## src/rtl/rr_arbiter4.sv

```systemverilog
// Four-requester round-robin arbiter with bounded tenure.
// Drives a registered grant index/enable pair for a shared 2-to-4 decoder plus the decoded one-hot grant.
module rr_arbiter4 #(
  parameter int unsigned MAX_HOLD = 8,
  parameter int unsigned CW       = 4
) (
  input  logic          clk,
  input  logic          rst,
  input  logic [3:0]    req,
  input  logic          done,
  output logic          gnt_v,
  output logic [1:0]    gnt_idx,
  output logic [3:0]    gnt,
  output logic [CW-1:0] hold
);

  typedef enum logic {IDLE = 1'b0, GRANT = 1'b1} state_t;

  localparam logic [CW-1:0] HOLD_LAST = CW'(MAX_HOLD - 1);

  state_t        state_q, state_d;
  logic          gnt_v_q, gnt_v_d;
  logic [1:0]    gnt_idx_q, gnt_idx_d;
  logic [3:0]    gnt_q, gnt_d;
  logic [CW-1:0] hold_q, hold_d;
  logic [1:0]    ptr_q, ptr_d;

  logic [1:0]    arb_ptr;
  logic [1:0]    winner;
  logic          rel;

  // Scan starts at arb_ptr, so the previous holder (at arb_ptr-1) is checked last.
  always_comb begin
    winner = arb_ptr;
    for (int unsigned i = 4; i > 0; i--) begin
      if (req[arb_ptr + 2'(i - 1)]) winner = arb_ptr + 2'(i - 1);
    end
  end

  always_comb begin
    state_d   = state_q;
    gnt_v_d   = gnt_v_q;
    gnt_idx_d = gnt_idx_q;
    hold_d    = hold_q;
    ptr_d     = ptr_q;
    arb_ptr   = ptr_q;
    rel       = done | ~req[gnt_idx_q] | (hold_q == HOLD_LAST);

    unique case (state_q)
      IDLE: begin
        if (|req) begin
          state_d   = GRANT;
          gnt_v_d   = 1'b1;
          gnt_idx_d = winner;
          hold_d    = '0;
        end
      end
      GRANT: begin
        if (!rel) begin
          hold_d = hold_q + 1'b1;
        end else begin
          ptr_d   = gnt_idx_q + 2'd1;
          arb_ptr = gnt_idx_q + 2'd1;
          hold_d  = '0;
          if (|req) begin
            gnt_idx_d = winner;
          end else begin
            state_d = IDLE;
            gnt_v_d = 1'b0;
          end
        end
      end
      default: state_d = IDLE;
    endcase

    gnt_d = gnt_v_d ? (4'b0001 << gnt_idx_d) : '0;
  end

  always_ff @(posedge clk or posedge rst) begin
    if (rst) begin
      state_q   <= IDLE;
      gnt_v_q   <= 1'b0;
      gnt_idx_q <= '0;
      gnt_q     <= '0;
      hold_q    <= '0;
      ptr_q     <= '0;
    end else begin
      state_q   <= state_d;
      gnt_v_q   <= gnt_v_d;
      gnt_idx_q <= gnt_idx_d;
      gnt_q     <= gnt_d;
      hold_q    <= hold_d;
      ptr_q     <= ptr_d;
    end
  end

  assign gnt_v   = gnt_v_q;
  assign gnt_idx = gnt_idx_q;
  assign gnt     = gnt_q;
  assign hold    = hold_q;

endmodule

```

## config.mk

```make
export PLATFORM = sky130hd
export DESIGN_NAME = rr_arbiter4
export DESIGN_NICKNAME = d
export VERILOG_FILES = /design/src/rtl/rr_arbiter4.sv
export SDC_FILE = /design/constraint.sdc
export NUM_CORES = 1
export LEC_CHECK = 0
export CAP_MARGIN = 40
export CORE_MARGIN = 2
export CORE_UTILIZATION = 49
export DETAILED_ROUTE_END_ITERATION = 6
export PLACE_DENSITY = 0.77
export SLEW_MARGIN = 20
export SYNTH_ARGS = -nofsm -noshare
export SYNTH_HDL_FRONTEND = slang
export SYNTH_SLANG_ARGS = --single-unit
export TNS_END_PERCENT = 1
```

## constraint.sdc

```tcl
create_clock -name clk -period 3.1 [get_ports clk]
set_input_delay 0.62 -clock clk [delete_from_list [all_inputs] [get_ports clk]]
set_output_delay 0.62 -clock clk [all_outputs]
set_load 0.05 [all_outputs]
```

After elaboration in Yosys (flattened, before gate mapping)
Index checks and enable logic that the tools add are counted.
W data, S select, Z words.
- bits in registers: 14
- input port bits: 7
- output and inout port bits: 11
- word-level logic and storage cells: 54
- $add $sub $neg: 5
- $lt $le $gt $ge: 5
- equality and inequality tests: 2
- shift-type cells: 1
- multiplexer cells: 30
- bitwise gates (word level): 4
- reductions and logical operators: 1
- operator list (kind ; count):
    $mux W2 ; 8
    $lt A2 B3 Y1 const B ; 5
    $mux W4 ; 3
    $bmux W1 S2 ; 5
    $mux W1 ; 10
    $pmux W4 S2 ; 1
    $add A2 B1 Y2 const B ; 2
    $add A2 B2 Y2 const B ; 2
    $add A4 B1 Y4 const B ; 1
    $eq A4 B3 Y1 const B ; 1
    $pmux W1 S2 ; 2
    $pmux W2 S2 ; 1
    $reduce_or A4 Y1 ; 1
    $shl A1 B2 Y4 const A ; 1
    $ne A2 B2 Y1 const B ; 1
    $not A1 Y1 ; 2
    $or A1 B1 Y1 ; 2

Depth between registers and ports, before layout
- depth after elaboration: 19
- depth in mapped cells: 8
- depth with buffers taken out: 8

Worst setup path before layout
No wires, ideal clock.
- path kind: reg2reg
- start point: reg gnt_idx_q[0] (netlist: gnt_idx[0])
- end point: reg gnt_q[0] (netlist: gnt[0])
- library setup time: 0.120 ns
- arrival time: 2.397 ns
- data required time: 2.980 ns
- path slack: 0.583 ns
- cell stages (with the launch flop): 8
- path buffers: 1
- clock period less this slack: 2.517 ns
- path through: dfrtp_1 > buf_6 > mux2_2 > o22ai_4 > nor3_2 > or4_1 > a211o_1 > and4_1
- word-level cells in the longest chain between the ends: 19
- elaborated cells on any way between the ends: 30
- classes of those cells: add/sub: 4; shift: 1; mux: 22; bitwise: 3
- ends and longest elaborated chain (element ; RTL line ; text):
    from (decl) ; 23 ; logic [1:0] gnt_idx_q, gnt_idx_d;
    from (signal assigned) ; 90 ; gnt_idx_q <= gnt_idx_d;
    $bmux W1 S2 ; 47 ; rel = done | ~req[gnt_idx_q] | (hold_q == HOLD_LAST);
    $mux W1 (implied by the code) ; 47 ;
    $not A1 Y1 ; 47 ;
    $or A1 B1 Y1 (2 in a row) ; 47 ;
    $mux W2 (2 in a row) ; -- ;
    $add A2 B2 Y2 ; 36 ; if (req[arb_ptr + 2'(i - 1)]) winner = arb_ptr + 2'(i - 1);
    $bmux W1 S2 ; 36 ;
    $mux W1 (implied by the code) ; 36 ;
    $mux W2 (4 in a row) ; 36 ;
    $mux W2 ; 51, 65 ;
    $mux W2 ; 59 ; if (!rel) begin
    $pmux W2 S2 ; 49 ; unique case (state_q)
    $shl A1 B2 Y4 ; 76 ; gnt_d = gnt_v_d ? (4'b0001 << gnt_idx_d) : '0;
    $mux W4 * ; 76 ;
    net gnt_d[0] ; 24 ; logic [3:0] gnt_q, gnt_d;
    to (signal assigned) ; 91 ; gnt_q <= gnt_d;
    to (decl) ; 24 ;
Mark *: on every way through the listed nets, which the timed path passes. The rest lies on a longest branch. The select of a mux whose other input is x is not followed.
A chain may end at the register's enable or synchronous reset.

Worst setup path after layout
- start point: in req[0]
- end point: reg gnt_q[3] (netlist: gnt[3])
- word-level cells in the longest chain between the ends: 19
- elaborated cells on any way between the ends: 32
- classes of those cells: add/sub: 3; shift: 1; mux: 24; bitwise: 3; reduce/logical: 1
- ends and longest elaborated chain (element ; RTL line ; text):
    from (decl) ; 9 ; input logic [3:0] req,
    $bmux W1 S2 ; 47 ;
    $mux W1 (implied by the code) ; 47 ;
    $not A1 Y1 ; 47 ;
    $or A1 B1 Y1 (2 in a row) ; 47 ;
    $mux W2 (2 in a row) ; -- ;
    $add A2 B2 Y2 ; 36 ;
    $bmux W1 S2 ; 36 ;
    $mux W1 (implied by the code) ; 36 ;
    $mux W2 (4 in a row) ; 36 ;
    $mux W2 ; 51, 65 ;
    $mux W2 ; 59 ;
    $pmux W2 S2 ; 49 ;
    $shl A1 B2 Y4 ; 76 ;
    $mux W4 * ; 76 ;
    net gnt_d[3] ; 24 ;
Marked as above.

==> results.md <==
* Post-CTS Setup Bufs at 0
* Core Area at 1708 um2
* Metal-1 WL at 890 um
* Synth Register Bits at 14
* Warnings, synthesis at 0
* Max_cap viols at 0
* Worst EP required at 3280 ps
* Final Critical Period at 2554 ps
* GRT Residual Overflow at 0
* Synth Flop Type: dfrtp_1
* Number of global-route vias before repair at 734
* Slew Limit Fails at 0
* CTS Hold Bufs at 0
* Leak at 0.4724 nW
* Most common cell after layout, fill and taps aside: clkdlybuf4s50_1
* Row cnt at 15
* Sequential cell area fraction in the yosys report at 0.4006
* Final HPWL DP at 1501 um
* CTS Buffer Depth at 2
* Final setup vio count at 0
* Initial DRC count at 9
* Crit path capture type: flip-flop
* Gate count of the mapped netlist at 93
* Area Overhead vs Synth at 28.33%
* Max Used Layer: met4
* Sink Count at 14
* CTS tree: built
* Fin Setup TNS at 0 ps
* Maximum vdd drop at 0.6271 mV
* Share of cells above drive strength 1 at 0.1379
* Post-DR vias/cell at 5.702
* Ports at 18
* Initial Utilization at 0.5121
* Total length of routed wires at 1968 um
* # port buffers at 17
* Final layout net count at 126
* Largest net degree at the start of global routing at 15
* Antenna violations before repair at 0
* Outcome: complete, no violations
* Post-synthesis async set-or-reset flop share at 1.000
* Met2 routed WL at 930 um
* CTS Buf Count at 3
* Gr usage total at 0.2111
* Mapped cell area at 874.6 um2
* Routed Antenna Nets at 0
* Root buf cell: clkbuf_4
* Fillers at 139
* Post-CTS sizing at 0
* Synthesized Nets at 101
* Crit path DAT at 2730 ps
* DIE WIDTH at 46.25 um
* Die ar. at 2139 um2
* RSZ-0062 raised after global routing: no
* Yosys cell types at 37
* Global placement routability congestion at 0.8896
* Sequential cell area at 350.3 um2
* Max Fclk at 0.3915 GHz
* PwrDens at 882.6 nW/um2
* Clock Skew at 4.502 ps
* Slew @ Worst Pin at 513.9 ps
* CTS H-tree depth at 1
* Most frequent cells in the layout: 17 x clkdlybuf4s50_1, 14 x dfrtp_1, 9 x inv_1
* Relative slew slack at 0.6563
* Die Y at 46.25 um
* DRT Pass-1 Iters at 4
* WL/cell at 13.96 um
* Final hold violation count at 0
* Clock Latency Late Sink at 270 ps
* Avg Inst Size Synth at 9.404 um2
* Met3 wire length at 120 um
* Ant diodes at 0
* Hold Crit Class: reg2reg
* Critical path class: in2reg
* Final Cycle Share at 0.8239
* DRC errors left at 0
* First-pass GRT wire length at 3077 um
* CP Launch Type: input pin
* Clk pin slew, worst setup/hold paths at 80 ps
* Total number of vias at 804
* Worst-path maximum fanout at 9
* Design Power at 990.6 uW
* Multi-input logic area at 469.2 um2
* Post-synth EDFFs at 0
-- synthesized netlist by cell type (2+ instances only) --
cell       n  area share
o21ai_0    8       0.046
a21oi_1    7       0.040
nand2b_1   4       0.029
dfrtp_1   14        0.40
a211oi_1   2       0.017
buf_2      2       0.011
o21a_1     2       0.017
nand2_1    7       0.030
or4_1      3       0.026
and4_1     2       0.020
inv_1      9       0.039
nor2_1     6       0.026
a211o_1    3       0.030
-- cell type report --
cell class | count | area share
Timing Repair Buffer | 23 | 0.1917
Multi-Input combinational cell | 67 | 0.4181
Sequential cell | 14 | 0.3122
Inverter | 9 | 0.03010
Tap cell | 25 | 0.02787
Clock buffer | 3 | 0.02007
-- sequential cells by signal, indices dropped and copies added (netlist names) --
name     cells
gnt_v        1
hold         4
ptr_q        2
gnt          4
state_q      1
gnt_idx      2
-- power breakdown --
| part | internal, mW | switching, mW |
|---|---|---|
| Sequential | 0.240 | 0.0659 |
| Clock | 0.0450 | 0.0522 |
| Combinational | 0.234 | 0.353 |
| Total | 0.519 | 0.472 |
-- critical path: stages --
cell and delay, ps:
clkdlybuf4s50_1 430, mux2_4 290, o22ai_4 240, nor3_2 100, or4_1 510, a211o_1 320
a211oi_1 220
-- per-stage QoR --
| stage | hold slack (ps) | utilization | worst slack (ps) | area (um2) | cells |
|---|---|---|---|---|---|
| after floorplan | 509.2 | - | 582.9 | 874.6 | 93 |
| after global placement | 485.7 | 0.6440 | 291.0 | 1100 | 138 |
| after detailed placement | 503.4 | 0.6440 | 266.4 | 1100 | 138 |
| after CTS | 508.9 | 0.6571 | 537.9 | 1122 | 141 |
| after global routing | 543.0 | 0.6571 | 414.9 | 1122 | 141 |
| final | 505.6 | 0.6571 | 545.9 | 1122 | 141 |
-- cells by family after synthesis --
logic type      synth area share
buf+inv                  0.06294
xor+xnor                 0.01002
fa+ha+maj                0.01430
flops                     0.4006
simple gates              0.2046
mux                      0.06009
compound gates            0.2475
-- final timing paths --
path / startpoint / slack [ps] / to / depth (start not counted)
setup / recovery: req[0] / 550 / gnt[3] / 7
hold / removal: hold[3] / 510 / hold[3] / 1
setup reg to reg: gnt_idx[0] / 660 / gnt[3] / 6
hold reg to reg: hold[3] / 510 / hold[3] / 1
max in group asynchronous: rst / 2100 / ptr_q[1] / 2
min in group asynchronous: rst / 660 / hold[0] / 2
-- per-layer routing --
| metal | global-route usage | up-vias |
|---|---|---|
| met4 | 0.1029 | 0 |
| li1 | - | 389 |
| met3 | 0.07059 | 5 |
| met1 | 0.2872 | 383 |
| met2 | 0.3000 | 27 |
| met5 | 0 | - |
(Power assumes the default switching activity.)
==> patch 1: new RTL, same flow settings <==
`hold_q` no longer has a reset.
--- a/src/rtl/rr_arbiter4.sv
+++ b/src/rtl/rr_arbiter4.sv
@@ -82,16 +82,18 @@
       gnt_v_q   <= 1'b0;
       gnt_idx_q <= '0;
       gnt_q     <= '0;
-      hold_q    <= '0;
       ptr_q     <= '0;
     end else begin
       state_q   <= state_d;
       gnt_v_q   <= gnt_v_d;
       gnt_idx_q <= gnt_idx_d;
       gnt_q     <= gnt_d;
-      hold_q    <= hold_d;
       ptr_q     <= ptr_d;
     end
+  end
+
+  always_ff @(posedge clk) begin
+    hold_q <= hold_d;
   end
 
   assign gnt_v   = gnt_v_q;
Function: differs if rst is asserted again (counterexample within 4 cycles, from zero or initial values and one cycle with rst high); with rst held inactive, the same outputs for 10 cycles.
==> patch 1 against the unedited design <==
Sequential share of layout area shrank 1.1 points. Sequential cell count is the same. Clock skew grew 0.0025 ns. Setup slack lost 0.12 ns. Critical path type unchanged. Routed wire length grew 6.0%. Cell area grew 9.5%. Area after synthesis grew 13%. Largest power group unchanged. Power grew 13%. First-iteration DRC count grew to 4.9 times the old value. Largest cell class unchanged. Sequential power grew 7.8%.
==> patch 1: results <==
{
  "status": "finished clean",
  "switchingPower_mw": 0.5379,
  "grt_pass1_vias": 782,
  "reg2reg_to": "gnt[2]",
  "stdcell_count": 143,
  "synth_compound_area_share_pct": 23.11,
  "ys_top_cells_by_count": "dfrtp_1, inv_1, nor2_1",
  "worstHoldPathType": "input port to asynchronous set/reset pin",
  "syn_area_per_cell_um2": 10.66,
  "grt_pass1_wl_mm": 3.581,
  "reg2regPathDepth": 8,
  "vias": 836,
  "pre_cts_ws_ns": 0.1423,
  "p_leak_nw": 0.4934,
  "arrival_ns": 2.87,
  "final.setup_skew_ns": 0.006977,
  "yosys-top-cells-area": "dfrtp_1, edfxtp_1, o311ai_4",
  "layout-drive-gt1-share_pct": 24.14,
  "synth_fa_ha_area_share_pct": 1.263,
  "place_congestion": 0.9565,
  "ir_drop_mv": 0.6007,
  "final_nets": 125,
  "setup_ws_ns": 0.4264,
  "regToRegSetupSlack_ns": 0.58,
  "worstReg2RegStart": "hold[0]",
  "synth_edf_count": 4,
  "dp_hpwl_mm": 1.586,
  "drt_wl_total_mm": 2.086
}
[patch 1: cells by family (layout without fill, tap and decap cells)]
family | count (synthesis) | after routing
flops | 14 | 14
fa+ha+maj | 1 | 1
buf+inv | 15 | 38
mux | 2 | 2
xor+xnor | 3 | 3
simple gates | 36 | 36
compound gates | 22 | 22
[patch 1: layout make-up]
type,instances,area share [%]
Tap cell,27,2.749
Inverter,11,3.360
Clock buffer,4,2.138
Sequential cell,14,30.14
Timing Repair Buffer,23,17.52
Multi-Input combinational cell,64,44.09
[patch 1: worst max path at each step]
stage | start | to | cells after the start
after floorplan | hold[0] | gnt[3] | 8
after global placement | req[1] | gnt[2] | 9
after detailed placement | req[1] | gnt[2] | 9
after CTS | req[0] | gnt[2] | 8
after global routing | req[0] | gnt[2] | 8
final | req[1] | gnt[2] | 9
[patch 1: stage by stage]
| stage | hold WS, ns | utilization [%] |
|---|---|---|
| floorplan | 0.4602 | - |
| global placement | 0.6024 | 61.92 |
| detailed placement | 0.6151 | 61.92 |
| CTS | 0.6055 | 63.27 |
| global route | 0.6376 | 63.27 |
| finish | 0.6030 | 63.27 |
[patch 1: worst max-delay path: stages]
cell             delay, ns
clkdlybuf4s50_1       0.43
buf_4                 0.17
mux4_2                0.47
o2111ai_2             0.18
a21oi_2               0.16
a31oi_1               0.31
o311ai_4              0.17
o311ai_4              0.13
nor3b_2               0.23
[patch 1: power groups by stage]
stage,Sequential (mW),Combinational (mW),Clock [mW]
after floorplan,0.432,0.423,0
after global placement,0.330,0.671,0
after detailed placement,0.333,0.680,0
after CTS,0.328,0.684,0.107
after global routing,0.339,0.732,0.117
final,0.330,0.684,0.105
[patch 1: routing by layer]
metal / vias up / GRT usage [%] / share of wire [%]
li1: 393 / - / -
met1: 396 / 25.79 / 43
met2: 45 / 31.28 / 48
met3: 2 / 4.908 / 8.1
met4: 0 / 1.429 / 0.29
met5: - / 0 / 0
==> patch 2: new RTL, same flow settings <==
Without the edit above. `CW`: 4 -> 3.
--- a/src/rtl/rr_arbiter4.sv
+++ b/src/rtl/rr_arbiter4.sv
@@ -2,7 +2,7 @@
 // Drives a registered grant index/enable pair for a shared 2-to-4 decoder plus the decoded one-hot grant.
 module rr_arbiter4 #(
   parameter int unsigned MAX_HOLD = 8,
-  parameter int unsigned CW       = 4
+  parameter int unsigned CW       = 3
 ) (
   input  logic          clk,
   input  logic          rst,
Ports: changed (resized hold); port bits go from 18 to 17. The function was not compared with the original's and may differ.
==> patch 2 against the unedited design <==
Sequential cell count decreased by 1. Critical path depth unchanged. Setup slack got worse by 0.022 ns. Routed wire length decreased by 5.6%. Combinational power decreased by 5.3%. Count of clock-buffer cells in the layout increased by 1. Power decreased by 2.9%. Largest power group unchanged. Cell area decreased by 8.8%. Utilization increased by 0.68 points. Cell count decreased by 13%. Area after synthesis decreased by 6.0%. Clock skew decreased by 0.00058 ns.
==> patch 2: results <==
{
  "grt_pass1_vias": 676,
  "clockRootBuffer": "clkbuf_4",
  "p_leak_nw": 0.4610,
  "cts_buffer_depth": 2,
  "seq_area_frac_synth_pct": 39.57,
  "clk_latency_ns": 0.28,
  "grt_max_degree": 14,
  "drt_iter0_markers": 35,
  "worstHoldStart": "hold[0]",
  "dr.pass1.iters": 5,
  "status": "finished clean",
  "maxCapViolCount": 0,
  "worstReg2RegStart": "hold[0]",
  "cpMaxStageDelayCell": "clkdlybuf4s50_1",
  "final_nets": 117,
  "synth_edf_count": 0,
  "ys_top_cells_by_count": "dfrtp_1, nand2_1, nor2_1",
  "whs_endpoint": "hold[0]",
  "viasPerCell": 6.163,
  "layout-drive-gt1-share_pct": 11.21,
  "syn_nets": 97,
  "cts_buffers": 3,
  "cts_resized": 0,
  "fillCellCount": 124,
  "cts_setup_buffers": 0,
  "reg2reg_to": "gnt[3]",
  "port_buffers": 16,
  "ys.flop_type": "dfrtp_1",
  "synth_cell_types": 41,
  "clk_pin_slew_ns": 0.09,
  "arrival_ns": 2.76,
  "place_congestion": 0.9002,
  "antenna_left": 0,
  "dp_hpwl_mm": 1.430,
  "reg2regPathDepth": 8,
  "worstHoldPathType": "register to register",
  "cts_max_level": 1,
  "cpPeakStageDelay_ns": 0.58,
  "final.setup_skew_ns": 0.003926,
  "track_usage_pct": 21.07,
  "switchingPower_mw": 0.4741,
  "yosys-top-cells-area": "dfrtp_1, nand2_1, nor2_1",
  "antenna_found_initial": 0,
  "ir_drop_mv": 0.5047,
  "regToRegSetupSlack_ns": 0.54,
  "yosys_warnings": 0,
  "tightest_slew_ns": 0.5080,
  "synthArstFlopShare_pct": 100.0,
  "place_area_um2": 997.2,
  "n_antenna_cell": 0,
  "min_path_cells": 1,
  "whs_ns": 0.5310,
  "drt_wl_total_mm": 1.858,
  "crit_fanout": 7,
  "cts_hold_buf": 0,
  "grt_pass1_wl_mm": 2.960,
  "largest_reg_flops": 4
}
## patch 2: cell type report
class                      instances  area, um^2  area share (%)
clock buffer                       4       26.28           2.567
inverter                           8       31.28           3.056
multi-input combinational         64       445.4           43.52
sequential                        13       325.3           31.78
tap                               16       20.02           1.956
timing repair buffer              18       175.2           17.11
## patch 2: worst max-delay path, delay by kind of cell
family	cells	cell delay, ns
AO/OA/AOI/OAI	4	1.04
buffers and inverters	1	0.58
AND/OR/NAND/NOR	2	0.53
## patch 2: worst max-delay path by stage
stage	start	endpoint	slack (ns)	depth (start not counted)
CTS	req[0]	gnt[2]	0.55	8
floorplan	hold[0]	gnt[2]	0.48	9
global placement	req[0]	gnt[3]	0.29	7
detailed placement	req[0]	gnt[2]	0.25	8
global route	hold[0]	gnt[3]	0.42	8
finish	req[0]	gnt[3]	0.52	7
## patch 2: power groups by stage
stage,clock network [mW],logic (mW),registers (mW)
final,0.111,0.556,0.294
after global routing,0.122,0.595,0.300
after CTS,0.111,0.557,0.291
after detailed placement,0,0.556,0.295
after global placement,0,0.548,0.291
after floorplan,0,0.306,0.403
## patch 2: layer usage
layer | GRT usage, % | routed length, um
met5 | 0 | 0
met4 | 18.82 | 66
met3 | 2.400 | 90
met2 | 30.29 | 879
met1 | 27.62 | 821
## patch 2: cells by family (layout without fill, tap and decap cells)
| kind of cell | Yosys count | after routing | share of synthesized area, % |
|---|---|---|---|
| flip-flops | 13 | 13 | 39.57 |
| adder cells (fa/ha/maj) | 2 | 2 | 3.044 |
| multiplexers | 3 | 3 | 5.783 |
| buffers and inverters | 11 | 30 | 6.239 |
| AND/OR/NAND/NOR | 35 | 35 | 21.01 |
| AO/OA/AOI/OAI | 24 | 24 | 24.36 |
## patch 2: through the flow
step | instances | power (mW) | setup slack [ns] | utilization [%]
2_1_floorplan | 88 | 0.7086 | 0.4756 | -
3_3_place_gp | 119 | 0.8383 | 0.2921 | 64.69
3_5_place_dp | 119 | 0.8511 | 0.2530 | 64.69
4_1_cts | 123 | 0.9588 | 0.5464 | 66.40
5_1_grt | 123 | 1.017 | 0.4199 | 66.40
6_report | 123 | 0.9617 | 0.5239 | 66.40
